### src/rtl/dshot_input.sv
// DShot150 receiver: synchronizes the pin, measures high-pulse widths and assembles 16-bit
// frames into throttle, telemetry-request and special-command outputs.
module dshot_input #(
    parameter int unsigned BIT_THRESHOLD = 60,
    parameter int unsigned MIN_PULSE     = 8,
    parameter int unsigned FRAME_TIMEOUT = 200,
    parameter int unsigned CNT_W         = 10
) (
    input  logic        clk,
    input  logic        rst,
    input  logic        inPin,
    output logic [10:0] setSpeed,
    output logic [5:0]  specialCommand,
    output logic        isSpecialCommand,
    output logic        CRCValid,
    output logic        processing,
    output logic        isValidSpeed,
    output logic        telemetryBit
);

    localparam logic [1:0] IDLE = 2'd0;
    localparam logic [1:0] HIGH = 2'd1;
    localparam logic [1:0] LOW  = 2'd2;

    localparam logic [CNT_W-1:0] CNT_MAX    = {CNT_W{1'b1}};
    localparam logic [CNT_W-1:0] THRESH_C   = CNT_W'(BIT_THRESHOLD);
    localparam logic [CNT_W-1:0] MIN_C      = CNT_W'(MIN_PULSE);
    localparam logic [CNT_W-1:0] TIMEOUT_C  = CNT_W'(FRAME_TIMEOUT - 1);

    logic [1:0]       sync_q, sync_d;
    logic [1:0]       state_q, state_d;
    logic             from_low_q, from_low_d;
    logic [CNT_W-1:0] hi_cnt_q, hi_cnt_d;
    logic [CNT_W-1:0] lo_cnt_q, lo_cnt_d;
    logic [3:0]       bit_idx_q, bit_idx_d;
    logic [15:0]      shift_q, shift_d;
    logic             done_q, done_d;
    logic             processing_q, processing_d;
    logic [10:0]      speed_q, speed_d;
    logic [5:0]       cmd_q, cmd_d;
    logic             special_q, special_d;
    logic             crc_valid_q, crc_valid_d;
    logic             valid_speed_q, valid_speed_d;
    logic             telem_q, telem_d;

    logic        rise, fall;
    logic [3:0]  crc;
    logic        crc_ok;
    logic [10:0] throttle;

    // Edges are taken as the synchronized level changes on its way into the second stage.
    assign rise = sync_q[0] & ~sync_q[1];
    assign fall = ~sync_q[0] & sync_q[1];

    assign crc      = shift_q[15:12] ^ shift_q[11:8] ^ shift_q[7:4];
    assign crc_ok   = (crc == shift_q[3:0]);
    assign throttle = shift_q[15:5];

    always_comb begin
        sync_d        = {sync_q[0], inPin};
        state_d       = state_q;
        from_low_d    = from_low_q;
        hi_cnt_d      = hi_cnt_q;
        lo_cnt_d      = lo_cnt_q;
        bit_idx_d     = bit_idx_q;
        shift_d       = shift_q;
        done_d        = 1'b0;
        processing_d  = processing_q;
        speed_d       = speed_q;
        cmd_d         = cmd_q;
        special_d     = special_q;
        crc_valid_d   = crc_valid_q;
        valid_speed_d = valid_speed_q;
        telem_d       = telem_q;

        if (done_q) begin
            state_d      = IDLE;
            processing_d = 1'b0;
            bit_idx_d    = 4'd0;
            crc_valid_d  = crc_ok;
            if (!crc_ok) begin
                valid_speed_d = 1'b0;
                special_d     = 1'b0;
            end else begin
                telem_d = shift_q[4];
                if (throttle >= 11'd48) begin
                    speed_d       = throttle;
                    valid_speed_d = 1'b1;
                    special_d     = 1'b0;
                end else begin
                    cmd_d         = throttle[5:0];
                    special_d     = 1'b1;
                    valid_speed_d = 1'b0;
                end
            end
        end else begin
            case (state_q)
                IDLE: begin
                    if (rise) begin
                        state_d      = HIGH;
                        hi_cnt_d     = '0;
                        from_low_d   = 1'b0;
                        processing_d = 1'b1;
                    end
                end
                HIGH: begin
                    if (fall) begin
                        if (hi_cnt_q < MIN_C) begin
                            // Glitch: resume whatever we were doing before the pulse.
                            state_d = from_low_q ? LOW : IDLE;
                            if (!from_low_q) processing_d = 1'b0;
                        end else begin
                            shift_d   = {shift_q[14:0], (hi_cnt_q >= THRESH_C)};
                            bit_idx_d = bit_idx_q + 4'd1;
                            done_d    = (bit_idx_q == 4'd15);
                            state_d   = LOW;
                            lo_cnt_d  = '0;
                        end
                    end else if (hi_cnt_q != CNT_MAX) begin
                        hi_cnt_d = hi_cnt_q + 1'b1;
                    end
                end
                LOW: begin
                    if (rise) begin
                        state_d    = HIGH;
                        hi_cnt_d   = '0;
                        from_low_d = 1'b1;
                    end else if (lo_cnt_q >= TIMEOUT_C) begin
                        state_d      = IDLE;
                        bit_idx_d    = 4'd0;
                        processing_d = 1'b0;
                    end else if (lo_cnt_q != CNT_MAX) begin
                        lo_cnt_d = lo_cnt_q + 1'b1;
                    end
                end
                default: state_d = IDLE;
            endcase
        end
    end

    always_ff @(posedge clk) begin
        if (rst) begin
            sync_q        <= '0;
            state_q       <= IDLE;
            from_low_q    <= 1'b0;
            hi_cnt_q      <= '0;
            lo_cnt_q      <= '0;
            bit_idx_q     <= '0;
            shift_q       <= '0;
            done_q        <= 1'b0;
            processing_q  <= 1'b0;
            speed_q       <= '0;
            cmd_q         <= '0;
            special_q     <= 1'b0;
            crc_valid_q   <= 1'b0;
            valid_speed_q <= 1'b0;
            telem_q       <= 1'b0;
        end else begin
            sync_q        <= sync_d;
            state_q       <= state_d;
            from_low_q    <= from_low_d;
            hi_cnt_q      <= hi_cnt_d;
            lo_cnt_q      <= lo_cnt_d;
            bit_idx_q     <= bit_idx_d;
            shift_q       <= shift_d;
            done_q        <= done_d;
            processing_q  <= processing_d;
            speed_q       <= speed_d;
            cmd_q         <= cmd_d;
            special_q     <= special_d;
            crc_valid_q   <= crc_valid_d;
            valid_speed_q <= valid_speed_d;
            telem_q       <= telem_d;
        end
    end

    assign setSpeed         = speed_q;
    assign specialCommand   = cmd_q;
    assign isSpecialCommand = special_q;
    assign CRCValid         = crc_valid_q;
    assign processing       = processing_q;
    assign isValidSpeed     = valid_speed_q;
    assign telemetryBit     = telem_q;

endmodule

### config.mk
export PLATFORM = sky130hd
export DESIGN_NAME = dshot_input
export DESIGN_NICKNAME = d
export VERILOG_FILES = /design/src/rtl/dshot_input.sv
export SDC_FILE = /design/constraint.sdc
export NUM_CORES = 1
export LEC_CHECK = 0
export BUFFER_PORTS_ARGS = -buffer_cell sky130_fd_sc_hd__buf_2
export CORE_MARGIN = 2
export CORE_UTILIZATION = 30
export DETAILED_ROUTE_END_ITERATION = 8
export PLACE_DENSITY = 0.53
export SYNTH_ARGS = -nofsm -noshare
export SYNTH_HDL_FRONTEND = slang
export SYNTH_SLANG_ARGS = --single-unit
export TNS_END_PERCENT = 5
### constraint.sdc
create_clock -name clk -period 2.5 [get_ports clk]
set_clock_uncertainty 0.1 [all_clocks]
set_input_delay 0.375 -clock clk [delete_from_list [all_inputs] [get_ports clk]]
set_output_delay 0.375 -clock clk [all_outputs]
set_load 0.1 [all_outputs]
==> summary.txt <==
Pwr
  – Net Sw Frac: between 20% and 30%
  – Worst vdd ir: 0.251 mV
  – Switching power total: 0.636 mW
  – Share of total power in combinational logic: between 10% and 20%
  – Flop pwr share: a little under half
  – Power Total: 2.31 mW
  – Clock share of power: 40.3%
  – Pwr/cell area: 592 nW/um^2
  – Pint: 1.67 mW
  – Leak Pwr: 1.54 nW

Synthesis
  – Post-synthesis async set-or-reset flop share: 0%
  – Top-area cell type share of the netlist area: between 40% and 50%
  – Most frequent cell after synthesis: dfxtp_1
  – Dominant cell type by area after synthesis: dfxtp_1
  – Synth warnings: 0
  – Ys flop type: dfxtp_1
  – Number of synthesized flops with an enable pin: 0
  – Post-synth top cells: dfxtp_1, nand2_1, nor2_1, mux2i_1, nand3_1
  – Post-synthesis register bit count: between 60 and 70
  – Syn Nets: 379
  – Syn Area/Cell: 8.72 sq um
  – Synthesized area: between 3000 and 4000 sq um
  – Cells after Synth: 369
  – Cell variety after synth: 44
  – Top post-synthesis cells by area: dfxtp_1, mux2i_1, nand2_1
  – Sequential share of the synthesized area: a little over two fifths

Floorplanning
  – Starting density of the core: a little under a third
  – Floorplan Core Area: slightly above 10,000 sq um
  – Die area: between 10,000 and 15,000 sq um
  – Die height: roughly 110 um
  – Site row count: 37
  – Total I/O pin count: 25
  – Chip width: 108 um

Clock network
  – Post-CTS setup buffer count: 0
  – Clock Latency Late Sink: approximately 0.35 ns
  – CTS Buf Count: 9
  – Clock slew at reported path FFs: 0.08 ns
  – CTS tree: done
  – H-Tree Level Count: 3
  – Clk sink count: 68
  – Clock Path Buffers: 2
  – Clk root buf: clkbuf_8

Setup path
  – Required @ worst endpoint: approximately 2.7 ns
  – Crit path DAT: 2.60 ns
  – Highest net fanout along the worst path: 5
  – Worst setup EP type: register
  – CP Launch Type: register
  – Setup CP Type: register to register

Timing
  – Finish-stage setup viols: 0
  – Worst Tran Pin Value: 0.516 ns
  – Slew headroom: about two thirds
  – Sum Neg Setup Slack: 0 ns
  – Max Slew Vio Count: 0
  – Minimum clock period: approximately 2.4 ns
  – Endpoints failing hold: 0
  – Post-route clock period utilization: about 97%
  – Fmax: 411 MHz

Global route
  – Grt ovf: 0
  – Vias in the first global route: 2,626
  – Overall Global Routing Usage: between 10% and 20%
  – Largest net degree at the start of global routing: 29
  – Initial antenna violation count: 0
  – First-pass GRT wire length: 12.5 mm

Detailed routing
  – Final wirelength: 7.58 mm
  – Routed Antenna Nets: 0
  – Number of DRC markers in iteration 0: 151
  – Pre-antenna DRT Iters: 4
  – Routed len/inst: 13.6 um
  – Remaining DRCs: 0
  – Avg Vias per Cell: approximately 5.0
  – DR vias: 2,764

Placement
  – Port-buffer cells: 24
  – Placed cell areas: 3680 sq um
  – Post-DP HPWL: about 5.4 mm
  – Placer Congestion: 0.796

Cells and area
  – Layout cell share with drive strength beyond 1: approximately 19%
  – Area grow syn2layout: 21.3%
  – Nets: between 400 and 500
  – Finished Cell Area: 3900 sq um
  – ANT cells: 0

Outcome
  – Status: finished, final reports clean

Hold path
  – Worst hold path type: input pin to register

Run
  – MaxCap Viol Count: 0
## worst max-delay path, stage by stage (launching register included)
cell     delay, ns
dfxtp_1       0.32
ha_1          0.20
a211o_1       0.30
o211a_1       0.25
or4b_4        0.53
or4_1         0.48
a31oi_1       0.17
## worst paths after layout
check | from | endpoint | slack [ns] | cells after the start
worst max-delay path | lo_cnt_q[0] | lo_cnt_q[3] | 0.07 | 6
worst min register to register | setSpeed[6] | setSpeed[6] | 0.36 | 2
worst max register to register | lo_cnt_q[0] | lo_cnt_q[3] | 0.07 | 6
worst min-delay path | inPin | sync_q[0] | 0.13 | 2
## timing repair
| action | CTS | global route |
|---|---|---|
| gates resized for setup | 1 | 3 |
| endpoints found under the setup margin | 7 | 7 |
| endpoints found under the hold margin | 0 | 0 |
| hold buffers | 0 | 0 |
| cloned | 0 | 1 |
| pin swaps | 0 | 3 |
## per-stage QoR
| stage | std cells | utilization, % | hold slack, ns | setup WS, ns |
|---|---|---|---|---|
| global route | 557 | 37.6 | 0.151 | -0.00271 |
| global placement | 540 | 35.5 | 0.345 | -0.0519 |
| detailed placement | 540 | 35.5 | 0.347 | -0.0728 |
| CTS | 556 | 37.5 | 0.119 | 0.0233 |
| finish | 557 | 37.6 | 0.127 | 0.0695 |
| floorplan | 369 | - | 0.346 | 0.0139 |
## metal layers
metal	global-route usage, %	vias up	wire, um
li1	-	1400	-
met4	6.32	0	153
met1	18.1	1315	3840
met3	2.36	13	192
met5	0	-	0
met2	21.2	36	3400
## cell usage in the layout, fill, tap and decap left out, types with 2 or more instances in the layout
cell type,count
dfxtp_1,67
nand2_1,47
nor2_1,36
mux2i_1,31
buf_4,28
buf_2,24
nand3_1,23
a21oi_1,14
xnor2_1,12
inv_1,9
clkbuf_8,9
xor2_1,7
ha_1,7
or2_2,6
nor4_1,6
or4_1,6
a31oi_1,6
or3_1,6
nor3_1,5
o31ai_1,5
nand2b_1,5
o211ai_1,5
o21ai_0,5
nor2b_1,4
nor4b_1,4
a211o_1,4
o211a_1,3
and3_1,3
nor4bb_1,2
nand4_1,2
nand3b_1,2
o21bai_1,2
or4b_4,2
a221o_1,2
nor3b_1,2
clkinv_2,2
clkinv_4,2
## kinds of logic (layout without fill, tap and decap cells)
| group | after synthesis | in the layout | share of synthesized area, % |
|---|---|---|---|
| DFF | 68 | 68 | 42.3 |
| and+or+nand+nor | 161 | 162 | 24.8 |
| buffers and inverters | 28 | 79 | 3.42 |
| adders and majority gates | 7 | 7 | 2.72 |
| xor gates and xnor gates | 19 | 19 | 5.17 |
| muxes | 31 | 31 | 9.64 |
| AOI/OAI and AO/OA | 55 | 55 | 12.0 |
## registers in the layout (all words and copies together) (netlist names)
name / count
shift_q: 16
setSpeed: 11
hi_cnt_q: 10
lo_cnt_q: 10
specialCommand: 6
bit_idx_q: 4
state_q: 2
sync_q: 2
CRCValid: 1
done_q: 1
from_low_q: 1
isSpecialCommand: 1
isValidSpeed: 1
processing: 1
telemetryBit: 1
## power groups by stage
| stage | Sequential, mW | Clock, mW | Combinational, mW |
|---|---|---|---|
| floorplan | 1.15 | 0 | 0.151 |
| global placement | 1.14 | 0 | 0.247 |
| detailed placement | 1.14 | 0 | 0.250 |
| CTS | 1.11 | 0.957 | 0.255 |
| global route | 1.11 | 1.01 | 0.295 |
| finish | 1.11 | 0.931 | 0.269 |
## cell type report
type	instances	area, sq um
Inverter	10	37.5
Clock inverter	7	76.3
Multi-Input combinational cell	274	1780
Sequential cell	68	1360
Clock buffer	9	124
Tap cell	136	170
Timing Repair Buffer	53	350
Fill cell	1064	6470
Note: power is estimated with default switching activity, not from simulation.
